**src/rtl/life_keys.sv**
```systemverilog
// life_keys: push-button front end for the Game of Life board.
// Each of the six buttons is polarity-normalised, run through a 2-FF
// synchroniser and a counting debouncer. The result is turned into a
// registered one-cycle press pulse. Direction keys can also emit
// hold-to-repeat pulses.
module life_keys #(
    parameter int unsigned DB_W         = 16,
    parameter int unsigned DB_CNT       = 50000,
    parameter int unsigned RPT_W        = 24,
    parameter int unsigned REPEAT_DELAY = 6000000,
    parameter int unsigned REPEAT_RATE  = 2000000,
    parameter bit          ACTIVE_LOW   = 1'b1,
    // Bit order {right, left, up, down, flip, nxt}.
    parameter logic [5:0]  REPEAT_MASK  = 6'b111100
) (
    input  logic clk,
    input  logic reset,
    input  logic btn_nxt,
    input  logic btn_flip,
    input  logic btn_down,
    input  logic btn_up,
    input  logic btn_left,
    input  logic btn_right,
    output logic key_nxt,
    output logic key_flip,
    output logic key_down,
    output logic key_up,
    output logic key_left,
    output logic key_right
);

    localparam logic [DB_W-1:0]  DB_LAST   = DB_W'(DB_CNT - 1);
    localparam logic [RPT_W-1:0] RPT_FIRST = RPT_W'(REPEAT_DELAY - 1);
    localparam logic [RPT_W-1:0] RPT_NEXT  = RPT_W'(REPEAT_RATE - 1);

    logic [5:0] btn_raw;
    logic [5:0] btn_norm;
    logic [5:0] key_vec;

    assign btn_raw  = {btn_right, btn_left, btn_up, btn_down, btn_flip, btn_nxt};
    // After this point a pressed button always reads 1.
    assign btn_norm = ACTIVE_LOW ? ~btn_raw : btn_raw;

    assign key_nxt   = key_vec[0];
    assign key_flip  = key_vec[1];
    assign key_down  = key_vec[2];
    assign key_up    = key_vec[3];
    assign key_left  = key_vec[4];
    assign key_right = key_vec[5];

    for (genvar k = 0; k < 6; k++) begin : g_key
        logic             s1_q;
        logic             s2_q;
        logic             st_q;
        logic             st_d;
        logic             key_q;
        logic             key_d;
        logic [DB_W-1:0]  dc_q;
        logic [DB_W-1:0]  dc_d;
        logic [RPT_W-1:0] rc_q;
        logic [RPT_W-1:0] rc_d;

        // Debounce: accept a new level only after DB_CNT consecutive differing samples.
        always_comb begin
            st_d = st_q;
            dc_d = dc_q + 1'b1;
            if (s2_q == st_q) begin
                dc_d = '0;
            end else if (dc_q == DB_LAST) begin
                st_d = s2_q;
                dc_d = '0;
            end
        end

        // Press pulse on the debounced rising edge, then optional auto-repeat while held.
        always_comb begin
            key_d = 1'b0;
            rc_d  = rc_q;
            if (!st_d) begin
                // Released (or releasing this edge): no pulse, repeat timer idle.
                rc_d = '0;
            end else if (!st_q) begin
                key_d = 1'b1;
                if (REPEAT_MASK[k]) begin
                    rc_d = RPT_FIRST;
                end
            end else if (REPEAT_MASK[k]) begin
                if (rc_q == '0) begin
                    key_d = 1'b1;
                    rc_d  = RPT_NEXT;
                end else begin
                    rc_d = rc_q - 1'b1;
                end
            end
        end

        // State registers: synchroniser, debouncer, repeat timer and output pulse.
        always_ff @(posedge clk or posedge reset) begin
            if (reset) begin
                s1_q  <= 1'b0;
                s2_q  <= 1'b0;
                st_q  <= 1'b0;
                dc_q  <= '0;
                rc_q  <= '0;
                key_q <= 1'b0;
            end else begin
                s1_q  <= btn_norm[k];
                s2_q  <= s1_q;
                st_q  <= st_d;
                dc_q  <= dc_d;
                rc_q  <= rc_d;
                key_q <= key_d;
            end
        end

        assign key_vec[k] = key_q;
    end

endmodule
```
**config.mk**
```make
export PLATFORM = sky130hd
export DESIGN_NAME = life_keys
export DESIGN_NICKNAME = d
export VERILOG_FILES = /design/src/rtl/life_keys.sv
export SDC_FILE = /design/constraint.sdc
export NUM_CORES = 1
export LEC_CHECK = 0
export ABC_AREA = 1
export BUFFER_PORTS_ARGS = -buffer_cell sky130_fd_sc_hd__buf_2
export CORE_ASPECT_RATIO = 1.25
export CORE_MARGIN = 2
export CORE_UTILIZATION = 35
export CTS_BUF_LIST = sky130_fd_sc_hd__clkbuf_8
export DETAILED_ROUTE_END_ITERATION = 10
export GPL_ROUTABILITY_DRIVEN = 0
export PLACE_DENSITY_LB_ADDON = 0.05
export REMOVE_ABC_BUFFERS = 1
export SYNTH_ARGS = -nofsm -noshare
export SYNTH_HDL_FRONTEND = slang
export SYNTH_SLANG_ARGS = --single-unit
```
**constraint.sdc**
```tcl
create_clock -name clk -period 7.3 [get_ports clk]
set_clock_uncertainty 0.05 [all_clocks]
set_input_delay 1.46 -clock clk [delete_from_list [all_inputs] [get_ports clk]]
set_output_delay 1.46 -clock clk [all_outputs]
set_load 0.005 [all_outputs]
```
* Word level (Yosys, flattened, before mapping)
Cells that the tools add are included.
W data, S select, Z words.
** Cells by class
- Bitwise gates (word level) :: 1
- Reduce and logical (&&, ||, !) cells :: 4
- Equality and inequality tests :: 12
- Mux-type cells :: 52
- Add/subtract/negate cells :: 10
** Operators by type and width (number)
- $mux W24 :: 12
- $mux W16 :: 12
- $add A16 B1 Y16 const B :: 6
- $eq A16 B16 Y1 const B :: 6
- $logic_not A24 Y1 :: 4
- $sub A24 B1 Y24 const B :: 4
- $mux W1 :: 28
- $eq A1 B1 Y1 :: 6
- $not A6 Y6 :: 1
** Storage, ports and cells
- Flip-flop bits (word level) :: 216
- Word-level logic and storage cells :: 113

* Depth between registers and ports, before layout
Gate-level depths: netlist of run 1.
- Depth after elaboration :: 4
- Mapped depth :: 11

* Least setup slack after synthesis of run 1
OpenSTA, ideal clock, no wires.
- Path kind :: register to output
- From :: register g_key[2].key_q (netlist: key_down)
- To :: output port key_down
- Arrival :: 0.349 ns
- Cell stages (with the launch flop) :: 1
- Path slack :: 5.441 ns
- Path buffers :: 0
- Cells stage by stage :: dfrtp_1
** RTL lines
- start: declaration :: line 56 : logic key_q;
- start signal: assignment :: line 112 : key_q <= key_d;
- end: declaration :: line 26 : output logic key_down,
No word-level cell between the ends.

==> results of run 1 <==
[sequential cells by signal, summed over array words and instances (netlist names)]
name        cells
g_key.dc_q     96
g_key.rc_q     96
g_key.s1_q      6
g_key.s2_q      6
g_key.st_q      6
key_down        1
key_flip        1
key_left        1
key_nxt         1
key_right       1
key_up          1
[final cells by class]
| class | count | area (um^2) |
|---|---|---|
| clock buffer | 58 | 798 |
| clock inverter | 13 | 78.8 |
| fill | 3458 | 19700 |
| inverter | 219 | 830 |
| multi-input combinational | 1112 | 5300 |
| sequential | 216 | 5410 |
| tap | 418 | 523 |
| timing repair buffer | 15 | 80.1 |
[cells by family after synthesis]
family | after synthesis | share of synthesized area
and+or+nand+nor | 912 | 0.340
buffers and inverters | 230 | 0.0768
DFF | 216 | 0.466
AOI/OAI and AO/OA | 125 | 0.0559
xor gates and xnor gates | 61 | 0.0461
adders and majority gates | 14 | 0.0151
[worst register-to-register path, cell delays in order, from the launching register on]
cell and delay [ns]:
dfrtp_1 0.37, ha_1 0.20, nand3_1 0.20, nor3_1 0.28, nand3_1 0.20, nand2_1 0.41
nor2_1 0.11
[power by group]
group          total [uW]  switching (uW)  leakage (uW)  internal, uW
logic                56.7            43.7       0.00368          13.0
clock network        1240             511      0.000491           733
registers            1220            7.72       0.00298          1210
[cell usage in the layout (no fill, tap or decap), types with 6 or more instances in the layout]
master,instances
nand2_2,10
nor2_1,344
inv_1,221
nor3_1,58
buf_2,13
dfrtp_1,216
nand4_1,37
nand3_2,6
o21ai_0,47
and3_1,12
nor3b_1,7
xor2_1,54
clkbuf_8,58
xnor2_1,7
a21oi_1,66
inv_2,6
nand3_1,102
ha_1,14
nand2_1,313
nor2_2,8
[worst min path at each step]
stage / endpoint / depth (start not counted) / slack (ns) / start
after floorplan: g_key[0].s2_q / 0 / 0.28 / g_key[0].s1_q
after CTS: g_key[4].s2_q / 0 / 0.30 / g_key[4].s1_q
final: g_key[4].s2_q / 0 / 0.30 / g_key[4].s1_q
after global routing: g_key[0].s2_q / 0 / 0.32 / g_key[0].s1_q
after detailed placement: g_key[4].s2_q / 0 / 0.28 / g_key[4].s1_q
after global placement: g_key[2].s2_q / 0 / 0.28 / g_key[2].s1_q
[stage by stage]
step                power (uW)  setup slack (ns)  instances
detailed placement        1300              3.95       1980
global route              2650              4.34       2051
CTS                       2580              4.52       2051
global placement          1300              3.94       1980
finish                    2520              4.61       2051
floorplan                 1280            -0.118       1547
[metal layers]
metal  part of all wire  wire length, um  vias up  global-route usage
li1                   -                -     5012                   -
met1               0.46            11900     4470               0.195
met2               0.48            12600       96               0.272
met3              0.036              931       44              0.0292
met4              0.024              627        0              0.0517
met5                  0                0        -                   0
==> reports/metrics.cfg, run 1 <==
[outcome]
outcome = finished clean

[drt]
vias_per_cell = 4.69
wirelength_mm = 26.1
wl_per_cell_um = 12.7
vias = 9622
dr.first_iter.drc_count = 397
dr.pass1.iters = 5
drc = 0
final_antenna_net_count = 0

[setup_path]
cp-startpoint = reset
setup.worst_path.class = in -> async
crit_slowest_cell = buf_4
crit_family = buffers and inverters
path_depth = 3
worstPathRequired_ns = 7.78
endpoint_kind = asynchronous set/reset pin
start_kind = primary input
slowest_delay_ns = 0.82
crit_end = g_key[5].rc_q[6]
r2r_slack_ns = 5.35
crit_chain = buf_2 -> inv_8 -> buf_4
critPathMaxFanout = 118
r2r-start = g_key[3].dc_q[0]
r2r_cells = 6
worstReg2RegEnd = g_key[3].rc_q[15]
worstPathArrival_ns = 3.17
crit_buf_inv = 3

[global_routing]
grt_max_degree = 119
grt_util_all_layers = 0.156
antenna_found_initial = 0
grt_pass1_wl_mm = 45.7
grt_pass1_vias = 9736
gr-total-overflow = 0

[synth]
synth-edff-count = 0
syn_inst = 1558
syn_area_mm2 = 0.0116
yosysSeqAreaShare = 0.466
ys_warn_count = 0
synth_area_leaders = dfrtp_1 47%, nor2_1 11%, nand2_1 10%
synth.avg_cell_area_um2 = 7.44
async_flop_share = 1.00
synth_seq_cells = 216
yosysTopAreaCellShare = 0.466
yosysTopAreaCell = dfrtp_1
ys.flop_type = dfrtp_1
synthTopCellsByCount = 344 x nor2_1, 313 x nand2_1, 216 x dfrtp_1
synth_most_common_cell = nor2_1
synth_cell_type_count = 36

[final_layout]
antenna_cells = 0
drive_above_1_share = 0.0710
final_area_mm2 = 0.0130
fin_util = 0.398
syn_to_final_growth_pct = 12.2
nets = 1626

[job]
maxCapViolations = 0

[floorplanning]
die_w_um = 167
die-area_mm2 = 0.0346
start_util = 0.355
core_area_mm2 = 0.0327
ios = 14
row_count = 74
die_h_um = 207

[timing]
max_freq_mhz = 372
rsz0062_at_grt = no
post-route-period-util = 0.368
tightestPinTransition_ns = 0.914
setup_violations = 0
fin_crit_ns = 2.69
final.setup.tns_ns = 0
slew_headroom = 0.390
drv_slew = 0
timing.hold.ws_ns = 0.297
hold_viol = 0

[cts]
cts_max_path_buffers = 3
post_cts_buffers = 0
cts-resized-gates = 0
cts_tree = built
cts_sinks = 216
path_clk_slew_ns = 0.05
hold_buffers = 0
clk_latency_ns = 0.55
cts_made_buffers = 40
cts-htree-levels = 2
ctsRootBufferMaster = clkbuf_8

[power_and_ir_drop]
p_leak_uw = 0.00715
cellPowerDensity_mw_per_mm2 = 194
ir_drop_mv = 0.115

[place]
port_buffers = 13
dp_hpwl_mm = 18.6
place_area_mm2 = 0.0121

[worst_hold_path]
hold_class = reg -> reg

Note: power is estimated with default switching activity, not from simulation.
==> inputs of run 2 (changes only) <==
==> constraint.sdc (replaced) <==
create_clock -name clk -period 2.4 [get_ports clk]
set_clock_uncertainty 0.05 [all_clocks]
set_input_delay 0.48 -clock clk [delete_from_list [all_inputs] [get_ports clk]]
set_output_delay 0.48 -clock clk [all_outputs]
set_load 0.005 [all_outputs]
==> reports/metrics.cfg, run 2 (synthesized netlist as in run 1, its figures left out) <==
[setup_path]
r2r_slack_ns = 0.49  ; was 5.35 ns
crit_buf_inv = 0  ; was 3
worstPathRequired_ns = 2.75  ; was 7.78 ns
worstReg2RegEnd = g_key[2].rc_q[0]  ; was g_key[3].rc_q[15]
start_kind = flop  ; was primary input
crit_family = simple AND/OR/NAND/NOR gates  ; was buffers and inverters
setup.worst_path.class = reg -> reg  ; was in -> async
crit_slowest_cell = nand2_1  ; was buf_4
worstPathArrival_ns = 2.26  ; was 3.17 ns
endpoint_kind = flop  ; was asynchronous set/reset pin
r2r-start = g_key[2].dc_q[0]  ; was g_key[3].dc_q[0]
path_common_cell = nand3_1
critPathMaxFanout = 12  ; was 118
slowest_delay_ns = 0.40  ; was 0.82 ns
crit_chain = ha_1 -> nand3_1 -> nor3_1 -> nand3_1 -> nand2_1 -> a21oi_1  ; was buf_2 -> inv_8 -> buf_4
r2r_cells = 6  ; unchanged
cp-startpoint = g_key[2].dc_q[0]  ; was reset

[final_layout]
reg.largest.list = g_key.dc_q: 96 flops, g_key.rc_q: 96 flops  ; unchanged
antenna_cells = 0  ; unchanged
final_area_mm2 = 0.0130  ; about the same
nets = 1639  ; was 1626
syn_to_final_growth_pct = 12.5  ; was 12.2%
mostFrequentLayoutCells = 344 x nor2_1, 313 x nand2_1, 224 x inv_1  ; was 344 x nor2_1, 313 x nand2_1, 221 x inv_1
drive_above_1_share = 0.0712  ; was 0.0710
layout_commonest_cell = nor2_1  ; unchanged

[timing]
slew_headroom = 0.648  ; was 0.390
max_freq_mhz = 523
post-route-period-util = 0.797
tightestPinTransition_ns = 0.528  ; was 0.914 ns
final.setup.tns_ns = 0  ; unchanged
fin_crit_ns = 1.91
rsz0062_at_grt = no  ; unchanged
drv_slew = 0  ; unchanged
hold_viol = 0  ; unchanged
setup_violations = 0  ; unchanged

[cts]
ctsRootBufferMaster = clkbuf_8  ; unchanged
cts_max_path_buffers = 3  ; unchanged
cts_sinks = 216  ; unchanged
cts-resized-gates = 0  ; unchanged
cts_tree = built  ; unchanged
clk_latency_ns = 0.55  ; about the same
post_cts_buffers = 0  ; unchanged
cts-htree-levels = 2  ; unchanged
path_clk_slew_ns = 0.05  ; about the same
cts_made_buffers = 40  ; unchanged
hold_buffers = 6  ; was 0

[worst_hold_path]
hold_class = in -> reg  ; was reg -> reg
min_to = g_key[5].s1_q  ; was g_key[4].s2_q
holdPathStages = 2  ; was 0
hp-start = btn_right  ; was g_key[4].s1_q

[global_routing]
gr-total-overflow = 0  ; unchanged
grt_max_degree = 67  ; was 119
antenna_found_initial = 0  ; unchanged
grt_pass1_vias = 9794  ; was 9736
grt_util_all_layers = 0.159  ; was 0.156
grt_pass1_wl_mm = 46.2  ; was 45.7 mm

[drt]
wirelength_mm = 26.7  ; was 26.1 mm
dr.pass1.iters = 5  ; unchanged
final_antenna_net_count = 0  ; unchanged
vias = 9642  ; was 9622
wl_per_cell_um = 13.0  ; was 12.7 um
dr.first_iter.drc_count = 506  ; was 397
drc = 0  ; unchanged
vias_per_cell = 4.68  ; was 4.69

[power_and_ir_drop]
cellPowerDensity_mw_per_mm2 = 561  ; was 194 mW/mm^2
ir_drop_mv = 0.330  ; was 0.115 mV
p_leak_uw = 0.00718  ; was 0.00715 uW

[floorplanning]
core_area_mm2 = 0.0327  ; unchanged
start_util = 0.355  ; unchanged
die_w_um = 167  ; unchanged
row_count = 74  ; unchanged
ios = 14  ; unchanged
die-area_mm2 = 0.0346  ; unchanged
die_h_um = 207  ; unchanged

[place]
dp_hpwl_mm = 19.5  ; was 18.6 mm
place_area_mm2 = 0.0122  ; was 0.0121 mm^2
port_buffers = 13  ; unchanged

[job]
maxCapViolations = 0  ; unchanged

[outcome]
outcome = finished clean  ; unchanged

run 2: cell types whose count changed in the layout (fill, tap and decap cells not counted), sizes merged:
cell | before | now
dlygate4sd3 | 0 | 6
clkinv | 3 | 8
inv | 228 | 232
buf | 15 | 22
clkbuf | 58 | 46
run 2: worst reg2reg max path, cell delays in order (launching register included):
cell     delay, ns
dfrtp_1       0.36
ha_1          0.19
nand3_1       0.21
nor3_1        0.25
nand3_1       0.22
nand2_1       0.40
a21oi_1       0.09
run 2: metal layers:
layer | share of wire | up-vias | GRT usage
met4 | 0.027 | 0 | 0.0583
met1 | 0.45 | 4448 | 0.191
met5 | 0 | - | 0
met2 | 0.50 | 103 | 0.285
met3 | 0.027 | 51 | 0.0269
li1 | - | 5040 | -
run 2: worst max-delay path by stage:
stage | to | slack (ns) | depth (start not counted)
5_1_grt | g_key[2].rc_q[0] | 0.17 | 6
4_1_cts | g_key[2].rc_q[8] | 0.44 | 6
2_1_floorplan | g_key[0].dc_q[0] | -4.04 | 1
3_5_place_dp | g_key[2].rc_q[15] | 0.43 | 6
3_3_place_gp | g_key[2].rc_q[1] | 0.43 | 6
6_report | g_key[2].rc_q[0] | 0.49 | 6
run 2: stage by stage:
stage          power (uW)  hold WS, ns  setup slack [ns]  utilization  instances
6_report             7320       0.0798             0.488        0.399       2061
5_1_grt              7710       0.0604             0.171        0.399       2061
4_1_cts              7520       0.0438             0.441        0.399       2061
3_5_place_dp         3970        0.285             0.433        0.374       1987
3_3_place_gp         3970        0.282             0.430        0.374       1987
2_1_floorplan        3890        0.281             -4.04            -       1547
run 2: cell type report:
cell class                 instances  area, um^2
timing repair buffer              28         230
clock inverter                    22         124
sequential                       216        5410
inverter                         219         830
tap                              418         523
fill                            3451       19600
clock buffer                      46         633
multi-input combinational       1112        5300
run 2: report_power, final:
group	internal, uW	leakage (uW)	switching [uW]	total (uW)
clock network	1850	0.000445	1570	3420
logic	58.7	0.00376	139	197
registers	3680	0.00298	21.9	3700
total	5590	0.00718	1730	7320
==> inputs of run 3 (changes only) <==
==> constraint.sdc (replaced) <==
create_clock -name clk -period 1.9 [get_ports clk]
set_clock_uncertainty 0.05 [all_clocks]
set_input_delay 0.38 -clock clk [delete_from_list [all_inputs] [get_ports clk]]
set_output_delay 0.38 -clock clk [all_outputs]
set_load 0.005 [all_outputs]
==> reports/metrics.cfg, run 3 (synthesized netlist as in run 1, its figures left out) <==
[final_layout]
drive_above_1_share = 0.0974  ; was 0.0712
nFillCells = 3407  ; was 3451
regArea_mm2 = 0.00541  ; unchanged
mostFrequentLayoutCells = 337 x nor2_1, 312 x nand2_1, 224 x inv_1  ; was 344 x nor2_1, 313 x nand2_1, 224 x inv_1
syn_to_final_growth_pct = 16.0  ; was 12.5%
multi_input_area_mm2 = 0.00532  ; was 0.00530 mm^2
reg.largest.list = g_key.dc_q: 96 flops, g_key.rc_q: 96 flops  ; unchanged
nets = 1676  ; was 1639
layout_commonest_cell = nor2_1  ; unchanged
fin_util = 0.412  ; was 0.399
antenna_cells = 0  ; unchanged

[timing]
slew_headroom = 0.710  ; was 0.648
rsz0062_at_grt = yes  ; was no
fin_ws_ns = 0.166  ; was 0.488 ns
fin_crit_ns = 1.73  ; was 1.91 ns
max_freq_mhz = 577  ; was 523 MHz
hold_viol = 0  ; unchanged
setup_violations = 0  ; unchanged
post-route-period-util = 0.913  ; was 0.797
tightestPinTransition_ns = 0.431  ; was 0.528 ns
drv_slew = 0  ; unchanged

[global_routing]
gr-total-overflow = 0  ; unchanged
grt_util_all_layers = 0.160  ; was 0.159
grt_max_degree = 46  ; was 67
grt_pass1_vias = 9964  ; was 9794
antenna_found_initial = 0  ; unchanged
grt_pass1_wl_mm = 46.6  ; was 46.2 mm

[drt]
wl_per_cell_um = 12.7  ; was 13.0 um
vias = 9779  ; was 9642
vias_per_cell = 4.65  ; was 4.68
dr.pass1.iters = 5  ; unchanged
dr.first_iter.drc_count = 449  ; was 506
final_antenna_net_count = 0  ; unchanged
wirelength_mm = 26.8  ; was 26.7 mm
drc = 0  ; unchanged

[power_and_ir_drop]
p_sw_uw = 2180  ; was 1730 uW
p_int_uw = 7220  ; was 5590 uW
swShare = 0.232  ; was 0.236
ir_drop_mv = 0.475  ; was 0.330 mV
p_leak_uw = 0.00739  ; was 0.00718 uW
p_clk_frac = 0.475  ; was 0.467
cellPowerDensity_mw_per_mm2 = 699  ; was 561 mW/mm^2
seqPwrFrac = 0.497  ; was 0.506
combPwrFrac = 0.027  ; about the same

[setup_path]
r2r-start = g_key[3].rc_q[0]  ; was g_key[2].dc_q[0]
worstPathArrival_ns = 2.13  ; was 2.26 ns
critPathMaxFanout = 7  ; was 12
crit_slowest_cell = dfrtp_1  ; was nand2_1
slowest_delay_ns = 0.37  ; was 0.40 ns
crit_chain = inv_1 -> ha_1 -> nand3_1 -> nor2_1 -> nand3_1 -> nand2_2 -> inv_1 -> nand2_4 -> nor2_1  ; was ha_1 -> nand3_1 -> nor3_1 -> nand3_1 -> nand2_1 -> a21oi_1
start_kind = flop  ; unchanged
crit_family = simple AND/OR/NAND/NOR gates  ; unchanged
endpoint_kind = flop  ; unchanged
worstPathRequired_ns = 2.29  ; was 2.75 ns
cp-startpoint = g_key[3].rc_q[0]  ; was g_key[2].dc_q[0]
crit_buf_inv = 2  ; was 0
setup.worst_path.class = reg -> reg  ; unchanged

[cts]
cts_sinks = 216  ; unchanged
cts_max_path_buffers = 3  ; unchanged
ctsRootBufferMaster = clkbuf_8  ; unchanged
clk_latency_ns = 0.56  ; was 0.55 ns
path_clk_slew_ns = 0.06  ; was 0.05 ns
cts-htree-levels = 2  ; unchanged
cts_made_buffers = 41  ; was 40
cts_tree = built  ; unchanged

[floorplanning]
ios = 14  ; unchanged
start_util = 0.355  ; unchanged
die_h_um = 207  ; unchanged
die_w_um = 167  ; unchanged
core_area_mm2 = 0.0327  ; unchanged
die-area_mm2 = 0.0346  ; unchanged
row_count = 74  ; unchanged

[outcome]
outcome = finished clean  ; unchanged

[place]
port_buffers = 13  ; unchanged
dp_slack_ns = 0.130  ; was 0.433 ns
dp_hpwl_mm = 19.7  ; was 19.5 mm

[job]
maxCapViolations = 0  ; unchanged

[worst_hold_path]
hold_class = in -> async  ; was in -> reg

## run 3: cell count changes in the layout (fill, tap and decap cells not counted), moves of 3 or more
cell / change
buf_12: +4
clkbuf_8: +7
clkinv_2: -3
nor2_2: +7
buf_4: +31
nor2_1: -7
## run 3: worst paths after layout
path / cells past startpoint / slack (ns) / end
setup / recovery: 9 / 0.17 / g_key[3].rc_q[23]
hold / removal: 3 / 0.29 / g_key[5].rc_q[10]
setup reg to reg: 9 / 0.17 / g_key[3].rc_q[23]
hold reg to reg: 0 / 0.30 / g_key[5].s2_q
max in group asynchronous: 4 / 0.93 / g_key[0].dc_q[10]
min in group clk: 0 / 0.30 / g_key[5].s2_q
## run 3: timing repair
item	in CTS	in global routing
setup endpoints to repair	0	20
buffers inserted	0	0
hold buffers	7	0
hold endpoints to repair	104	0
resized for setup	0	9
## run 3: per-stage QoR
step                      TNS (ns)  instances  instance area [um^2]  hold slack, ns  total power [uW]
after CTS                        0       2101                 13400           0.232              9670
after detailed placement         0       2022                 12500           0.287              5020
after global routing        -0.133       2101                 13500           0.259              9900
final                            0       2101                 13500           0.288              9400
after global placement           0       2022                 12500           0.283              5010
after floorplan            -958.53       1547                 11500           0.281              4910
## run 3: layout make-up
cell class | instances | area share
tap | 418 | 0.0389
sequential | 216 | 0.402
clock inverter | 19 | 0.00642
multi-input combinational | 1112 | 0.396
clock buffer | 53 | 0.0542
timing repair buffer | 64 | 0.0411
inverter | 219 | 0.0617
## run 3: worst register-to-register path, stage by stage, from the launching register on
cell and delay (ns):
dfrtp_1 0.37, inv_1 0.11, ha_1 0.22, nand3_1 0.09, nor2_1 0.10, nand3_1 0.15
nand2_2 0.10, inv_1 0.17, nand2_4 0.19, nor2_1 0.06
## run 3: power groups by stage
stage / clock (uW) / combinational [uW] / sequential [uW]
after global placement: 0 / 259 / 4750
after global routing: 4920 / 306 / 4680
after detailed placement: 0 / 260 / 4760
after CTS: 4720 / 271 / 4670
final: 4470 / 256 / 4680
after floorplan: 0 / 160 / 4750
## run 3: per-layer routing
| metal | wire length, um | track usage | vias to the layer above |
|---|---|---|---|
| li1 | - | - | 5117 |
| met1 | 11900 | 0.195 | 4494 |
| met2 | 13300 | 0.282 | 117 |
| met3 | 832 | 0.0292 | 51 |
| met4 | 738 | 0.0580 | 0 |
| met5 | 0 | 0 | - |
